==> src/rtl/usbfs_pkg.sv <==
// Shared types for the USB full-speed IN endpoint: per-buffer state and PID toggle values.
package usbfs_pkg;

    typedef enum logic [1:0] {
        BUF_EMPTY   = 2'd0,
        BUF_FILLING = 2'd1,
        BUF_FULL    = 2'd2,
        BUF_SENDING = 2'd3
    } buf_state_t;

    localparam logic DATA0 = 1'b0;
    localparam logic DATA1 = 1'b1;

    // Buffer pointers are one bit wide; a single-buffer build keeps them at 0.
    function automatic logic ptr_next(input logic p, input int n_buf);
        return (n_buf > 1) ? ~p : 1'b0;
    endfunction

endpackage

==> src/rtl/usbfs_tx_bank.sv <==
// One packet buffer of the IN endpoint: byte storage, byte count and buffer state.
module usbfs_tx_bank
    import usbfs_pkg::*;
#(
    parameter int MAX_PKT  = 8,
    parameter int IDX_W    = $clog2(MAX_PKT),
    parameter int NBYTES_W = $clog2(MAX_PKT + 1)
) (
    input  logic                i_clk,
    input  logic                i_rst,
    input  logic                i_flush,
    input  logic                i_wr,
    input  logic [7:0]          i_wrData,
    input  logic                i_commit,
    input  logic                i_zlp,
    input  logic                i_start,
    input  logic                i_ack,
    input  logic                i_abort,
    input  logic [IDX_W-1:0]    i_rdIdx,
    output logic [1:0]          o_state,
    output logic [NBYTES_W-1:0] o_count,
    output logic [7:0]          o_rdByte
);

    buf_state_t          r_state;
    logic [NBYTES_W-1:0] r_count;
    logic [7:0]          r_mem [MAX_PKT];

    // Storage is never reset; the state/count pair decides what is meaningful.
    always_ff @(posedge i_clk) begin
        if (i_wr && !i_flush)
            r_mem[r_count[IDX_W-1:0]] <= i_wrData;
    end

    always_ff @(posedge i_clk or posedge i_rst) begin
        if (i_rst) begin
            r_state <= BUF_EMPTY;
            r_count <= '0;
        end else if (i_flush) begin
            r_state <= BUF_EMPTY;
            r_count <= '0;
        end else if (i_wr) begin
            r_count <= r_count + 1'b1;
            r_state <= i_commit ? BUF_FULL : BUF_FILLING;
        end else if (i_zlp) begin
            r_count <= '0;
            r_state <= BUF_FULL;
        end else if (i_start) begin
            r_state <= BUF_SENDING;
        end else if (i_ack) begin
            r_count <= '0;
            r_state <= BUF_EMPTY;
        end else if (i_abort) begin
            r_state <= BUF_FULL;
        end
    end

    assign o_state  = r_state;
    assign o_count  = r_count;
    assign o_rdByte = r_mem[i_rdIdx];

endmodule

==> src/rtl/usbfs_endp_tx_pp.sv <==
// Ping-pong buffered USB FS IN endpoint with toggle, halt and flush handling.
// Optional feature: define USBFS_ENDP_TX_ZLP_EN to append a ZLP after a transfer ending on MAX_PKT.
module usbfs_endp_tx_pp
    import usbfs_pkg::*;
#(
    parameter int MAX_PKT = 8,
    parameter int N_BUF   = 2,
    localparam int IDX_W    = $clog2(MAX_PKT),
    localparam int NBYTES_W = $clog2(MAX_PKT + 1)
) (
    input  logic                i_clk,
    input  logic                i_rst,
    output logic                o_ready,
    input  logic                i_valid,
    input  logic [7:0]          i_data,
    input  logic                i_last,
    input  logic                i_flush,
    input  logic                i_halt,
    input  logic                i_clrHalt,
    output logic                o_etValid,
    output logic                o_etStall,
    output logic                o_etPid,
    output logic [NBYTES_W-1:0] o_etNBytes,
    input  logic                i_etStart,
    input  logic [IDX_W-1:0]    i_etRdIdx,
    output logic [7:0]          o_etRdByte,
    input  logic                i_etAck,
    input  logic                i_etAbort
);

    logic r_head, r_tail, r_toggle, r_halted, r_zlpPend;
    logic [7:0] r_rdByte;

    logic [1:0]          w_state [2];
    logic [NBYTES_W-1:0] w_count [2];
    logic [7:0]          w_rd    [2];

    buf_state_t w_tailState, w_headState;
    logic w_ready, w_accept, w_fullByte, w_commit, w_zlpReq, w_zlpWr;

    assign w_tailState = buf_state_t'(w_state[r_tail]);
    assign w_headState = buf_state_t'(w_state[r_head]);

    assign w_ready    = !r_halted && !r_zlpPend &&
                        (w_tailState == BUF_EMPTY || w_tailState == BUF_FILLING);
    assign w_accept   = w_ready && i_valid;
    assign w_fullByte = (w_count[r_tail] == NBYTES_W'(MAX_PKT - 1));
    assign w_commit   = w_accept && (i_last || w_fullByte);

`ifdef USBFS_ENDP_TX_ZLP_EN
    assign w_zlpReq = w_accept && i_last && w_fullByte;
    assign w_zlpWr  = r_zlpPend && (w_tailState == BUF_EMPTY);
`else
    assign w_zlpReq = 1'b0;
    assign w_zlpWr  = 1'b0;
`endif

    for (genvar b = 0; b < 2; b++) begin : g_bank
        if (b < N_BUF) begin : g_inst
            usbfs_tx_bank #(.MAX_PKT(MAX_PKT)) u_bank (
                .i_clk    (i_clk),
                .i_rst    (i_rst),
                .i_flush  (i_flush),
                .i_wr     (w_accept && (r_tail == 1'(b))),
                .i_wrData (i_data),
                .i_commit (w_commit),
                .i_zlp    (w_zlpWr && (r_tail == 1'(b))),
                .i_start  (i_etStart && (r_head == 1'(b))),
                .i_ack    (i_etAck && (r_head == 1'(b))),
                .i_abort  (i_etAbort && (r_head == 1'(b))),
                .i_rdIdx  (i_etRdIdx),
                .o_state  (w_state[b]),
                .o_count  (w_count[b]),
                .o_rdByte (w_rd[b])
            );
        end else begin : g_tie
            assign w_state[b] = BUF_EMPTY;
            assign w_count[b] = '0;
            assign w_rd[b]    = '0;
        end
    end

    always_ff @(posedge i_clk or posedge i_rst) begin
        if (i_rst) begin
            r_head    <= 1'b0;
            r_tail    <= 1'b0;
            r_zlpPend <= 1'b0;
        end else if (i_flush) begin
            r_head    <= 1'b0;
            r_tail    <= 1'b0;
            r_zlpPend <= 1'b0;
        end else begin
            if (w_commit || w_zlpWr)
                r_tail <= ptr_next(r_tail, N_BUF);
            if (i_etAck)
                r_head <= ptr_next(r_head, N_BUF);
            if (w_zlpReq)
                r_zlpPend <= 1'b1;
            else if (w_zlpWr)
                r_zlpPend <= 1'b0;
        end
    end

    // Flush leaves halt and toggle alone; halt request beats a simultaneous clear.
    always_ff @(posedge i_clk or posedge i_rst) begin
        if (i_rst) begin
            r_halted <= 1'b0;
            r_toggle <= DATA0;
        end else if (!i_flush) begin
            if (i_halt)
                r_halted <= 1'b1;
            else if (i_clrHalt)
                r_halted <= 1'b0;
            if (i_clrHalt && !i_halt)
                r_toggle <= DATA0;
            else if (i_etAck)
                r_toggle <= ~r_toggle;
        end
    end

    always_ff @(posedge i_clk or posedge i_rst) begin
        if (i_rst)
            r_rdByte <= '0;
        else
            r_rdByte <= w_rd[r_head];
    end

    assign o_ready    = w_ready;
    assign o_etValid  = !r_halted && (w_headState == BUF_FULL);
    assign o_etStall  = r_halted;
    assign o_etPid    = r_toggle;
    assign o_etNBytes = w_count[r_head];
    assign o_etRdByte = r_rdByte;

`ifndef SYNTHESIS
    a_start_legal: assert property (@(posedge i_clk) disable iff (i_rst)
        i_etStart |-> o_etValid);
    a_ret_legal: assert property (@(posedge i_clk) disable iff (i_rst)
        (i_etAck || i_etAbort) |-> (w_headState == BUF_SENDING));
    a_ret_excl: assert property (@(posedge i_clk) disable iff (i_rst)
        !(i_etAck && i_etAbort));
`endif

endmodule

==> config.mk <==
export PLATFORM = sky130hd
export DESIGN_NAME = usbfs_endp_tx_pp
export DESIGN_NICKNAME = d
export VERILOG_FILES = /design/src/rtl/usbfs_pkg.sv /design/src/rtl/usbfs_tx_bank.sv /design/src/rtl/usbfs_endp_tx_pp.sv
export SDC_FILE = /design/constraint.sdc
export NUM_CORES = 1
export LEC_CHECK = 0
export CORE_MARGIN = 2
export CORE_UTILIZATION = 53
export CTS_BUF_LIST = sky130_fd_sc_hd__clkbuf_16
export CTS_CLUSTER_SIZE = 16
export DETAILED_ROUTE_END_ITERATION = 12
export PLACE_DENSITY = 0.82
export REMOVE_ABC_BUFFERS = 1
export SYNTH_ARGS = -nofsm -noshare
export SYNTH_HDL_FRONTEND = slang
export SYNTH_HIERARCHICAL = 1
export SYNTH_SLANG_ARGS = --single-unit
==> constraint.sdc <==
create_clock -name i_clk -period 2.5 [get_ports i_clk]
set_clock_uncertainty 0.15 [all_clocks]
set_input_delay 0.5 -clock i_clk [delete_from_list [all_inputs] [get_ports i_clk]]
set_output_delay 0.5 -clock i_clk [all_outputs]
set_load 0.01 [all_outputs]
==> results.py <==
metrics = {
    "timing": {
        "finalSetupViolations": 0,
        "grt_setup_unrepaired": "no",
        "hold_viol": 0,
        "min_period_ns": 2.431,
        "slew_violations": 0,
        "whs_ns": 0.2616,
        "fin_ws_ns": 0.06918,
        "worst_pin_slew_ns": 0.6808,
        "max-slew-margin-rel_pct": 54.47,
        "max_clock_freq_mhz": 411.4,
        "min_period_over_period_pct": 97.23,
        "tns_ns": 0,
    },
    "clock_network": {
        "clkTransAtPathRegs_ns": 0.06,
        "cts_htree_levels": 4,
        "numCtsBuffers": 17,
        "clock_latency_ns": 0.41,
        "cts-root-buf": "clkbuf_16",
        "cts.sinks": 152,
        "cts.path.max_buffers": 2,
        "cts_hold_buf": 0,
        "cts_tree": "done",
    },
    "floorplan": {
        "rows": 40,
        "core-area_um2": 11910,
        "start_util_pct": 53.71,
        "die_height_um": 113.9,
        "die_area_um2": 12970,
        "fp.dieW_um": 113.9,
        "top_level_ports": 37,
    },
    "synth": {
        "synth.cell_area_um2": 6397,
        "synthTopCellsByArea": "edfxtp_1 (60%), mux4_1 (12%), dfrtp_1 (9.4%), mux2_2 (5.5%), nor3_1 (1.1%)",
        "yosysUniqueCellTypes": 38,
        "synth-warning-count": 6,
        "yosysTopAreaCell": "edfxtp_1",
        "synth-edff-count": 128,
        "syn_avg_cell_area_um2": 18.71,
        "yosys.area_share.xor_xnor_pct": 0.4107,
        "synthAdderAreaFrac_pct": 0.3912,
        "synth_flop_cell": "edfxtp_1",
        "synth_top_family_by_area": "multiplexers",
        "ys_seq_area_share_pct": 69.47,
        "synthCells": 342,
        "ys_async_sr_fraction_pct": 15.79,
        "synthSimpleGateAreaFrac_pct": 5.691,
        "synth-seq-cells": 152,
        "muxShareOfSynthArea_pct": 18.95,
        "synth_top_area_share_pct": 60.08,
        "synth_compound_area_share_pct": 2.797,
    },
    "grt": {
        "grt_pass1_wl_um": 19530,
        "overflow": 0,
        "grt_pass1_vias": 3496,
        "grtUsageTotal_pct": 21.02,
        "grt_antenna_before_repair": 0,
        "grt_max_degree": 33,
    },
    "place": {
        "gp_congestion": 0.7941,
        "pre_cts_ws_ns": -0.09663,
        "dp_hpwl_um": 8151,
        "placed_cell_area_um2": 7116,
        "port_buffers": 36,
    },
    "route": {
        "num_vias": 3413,
        "first_pass_iters": 5,
        "drc": 0,
        "routed_wl_um": 12680,
        "ant_nets": 0,
        "wire_per_inst_um": 21.75,
        "viasPerCell": 5.854,
        "drt_iter0_drc": 275,
    },
    "worst_setup_path": {
        "cp-end-kind": "output pin",
        "r2r-end": "g_bank[1].g_inst.u_bank/o_state[1]$_DFFE_PP0P_",
        "worst-path-max-fanout": 11,
        "path_class": "flop to output pin",
        "r2r_start": "g_bank[1].g_inst.u_bank/o_count[0]$_DFFE_PP0P_",
        "cp-start-kind": "flop",
        "cp.arrival_ns": 1.78,
        "required_ns": 1.85,
        "r2r_cells": 7,
        "r2r_slack_ns": 0.22,
    },
    "run": {
        "drv_cap": 0,
    },
    "finish": {
        "fin_util_pct": 64.60,
        "fillCellCount": 786,
        "multi_input_area_um2": 1822,
        "nets": 446,
        "area_delta_synth_final_pct": 20.28,
        "antennaDiodeCount": 0,
        "finalInstanceArea_um2": 7695,
        "seq_area_um2": 4446,
        "drive_above_1_share_pct": 22.02,
    },
    "run_status": {
        "status": "completed",
    },
    "power_and_ir_drop": {
        "p_leak_uw": 0.002775,
        "ir_drop_uv": 433.0,
        "power.density_nw_per_um2": 723.2,
    },
    "min_path": {
        "min_path_type": "primary input to async pin",
    },
}
## sequential cells by signal (all words and copies together), names as in the netlist
signal	flops
g_bank.g_inst.u_bank/r_mem	128
o_etStall	1
g_bank.g_inst.u_bank/o_count	8
g_bank.g_inst.u_bank/o_state	4
r_tail	1
r_head	1
o_etRdByte	8
o_etPid	1
## power by group
part           switching (uW)  total [uW]  internal, uW
registers                31.1        2820          2790
logic                     195         413           218
clock network             899        2330          1430
total                    1130        5560          4440
## final cells by class
cell class	count	share of cell area (%)
well taps	147	2.390
flip-flops and latches	152	57.77
clock buffers	17	5.528
clock inverters	15	1.561
inverters	10	0.4878
repair buffers	73	8.585
multi-input cells	169	23.67
## through the flow
step	cells	total power [uW]
3_5_place_dp	547	3276
5_1_grt	583	5747
2_1_floorplan	331	3049
4_1_cts	580	5597
6_report	583	5565
3_3_place_gp	547	3258
## layout by cell type (no fill, tap or decap), types with 3 or more instances in the layout
cell type        count
conb_1               4
nor3_1              14
inv_1               13
clkbuf_16           17
clkinv_1             6
nor2_1              15
o21ai_0              3
dfrtp_1             23
and2_1               3
mux2_2              31
nand2b_1             8
edfxtp_1           128
a21oi_1              8
mux2i_1              3
a22o_1               4
xnor2_1              3
buf_4               35
nor4_1               4
mux4_1              30
clkdlybuf4s50_1     34
nor2b_1              9
nand2_1              7
## synthesized netlist by cell type, types with 3 or more instances
library cell and instances:
a21oi_1 8, a22o_1 4, and2_1 3, buf_2 4, clkbuf_1 4, dfrtp_1 24, edfxtp_1 128, inv_1 10
mux2_2 31, mux2i_1 3, mux4_1 30, nand2_1 7, nand2b_1 8, nor2_1 15, nor2b_1 9, nor3_1 14
nor4_1 4, o21ai_0 3, xnor2_1 3
## worst max path at each step
| stage | start | endpoint | slack [ns] |
|---|---|---|---|
| finish | r_head$_DFFE_PP0P_ | o_etNBytes[1] | 0.07 |
| global route | r_head$_DFFE_PP0P_ | o_etValid | 0.02 |
| CTS | r_head$_DFFE_PP0P_ | o_etNBytes[1] | 0.02 |
| detailed placement | i_valid | g_bank[1].g_inst.u_bank/r_mem[6][4]$_DFFE_PP_ | -0.1 |
| global placement | i_valid | g_bank[0].g_inst.u_bank/r_mem[6][2]$_DFFE_PP_ | 0.001 |
| floorplan | o_etStall$_DFFE_PP0P_ | g_bank[0].g_inst.u_bank/r_mem[0][0]$_DFFE_PP_ | -0.02 |
## logic make-up after synthesis
logic type / Yosys count
AO/OA/AOI/OAI: 26
adder cells (fa/ha/maj): 2
buffers and inverters: 24
flip-flops: 152
multiplexers: 66
other: 1
AND/OR/NAND/NOR: 68
XOR/XNOR: 3
## layer usage
layer / up-vias / track usage (%) / routed length (um) / part of all wire (%)
li1: 1549 / - / - / -
met1: 1744 / 28.82 / 5680 / 45
met2: 105 / 33.41 / 6238 / 49
met3: 15 / 5.473 / 584 / 4.6
met4: 0 / 6.911 / 176 / 1.4
met5: - / 0 / 0 / 0
## what timing repair did
item,4_1_cts,5_1_grt
pin swaps,0,0
setup buffers,1,3
endpoints found under the setup margin,6,6
gates resized for setup,1,1
## critical path: stages, from the launching register on
cell and delay, ns:
dfrtp_2 0.48, mux2_2 0.39, clkdlybuf4s50_1 0.49
Power figures use the tool's default switching activity.
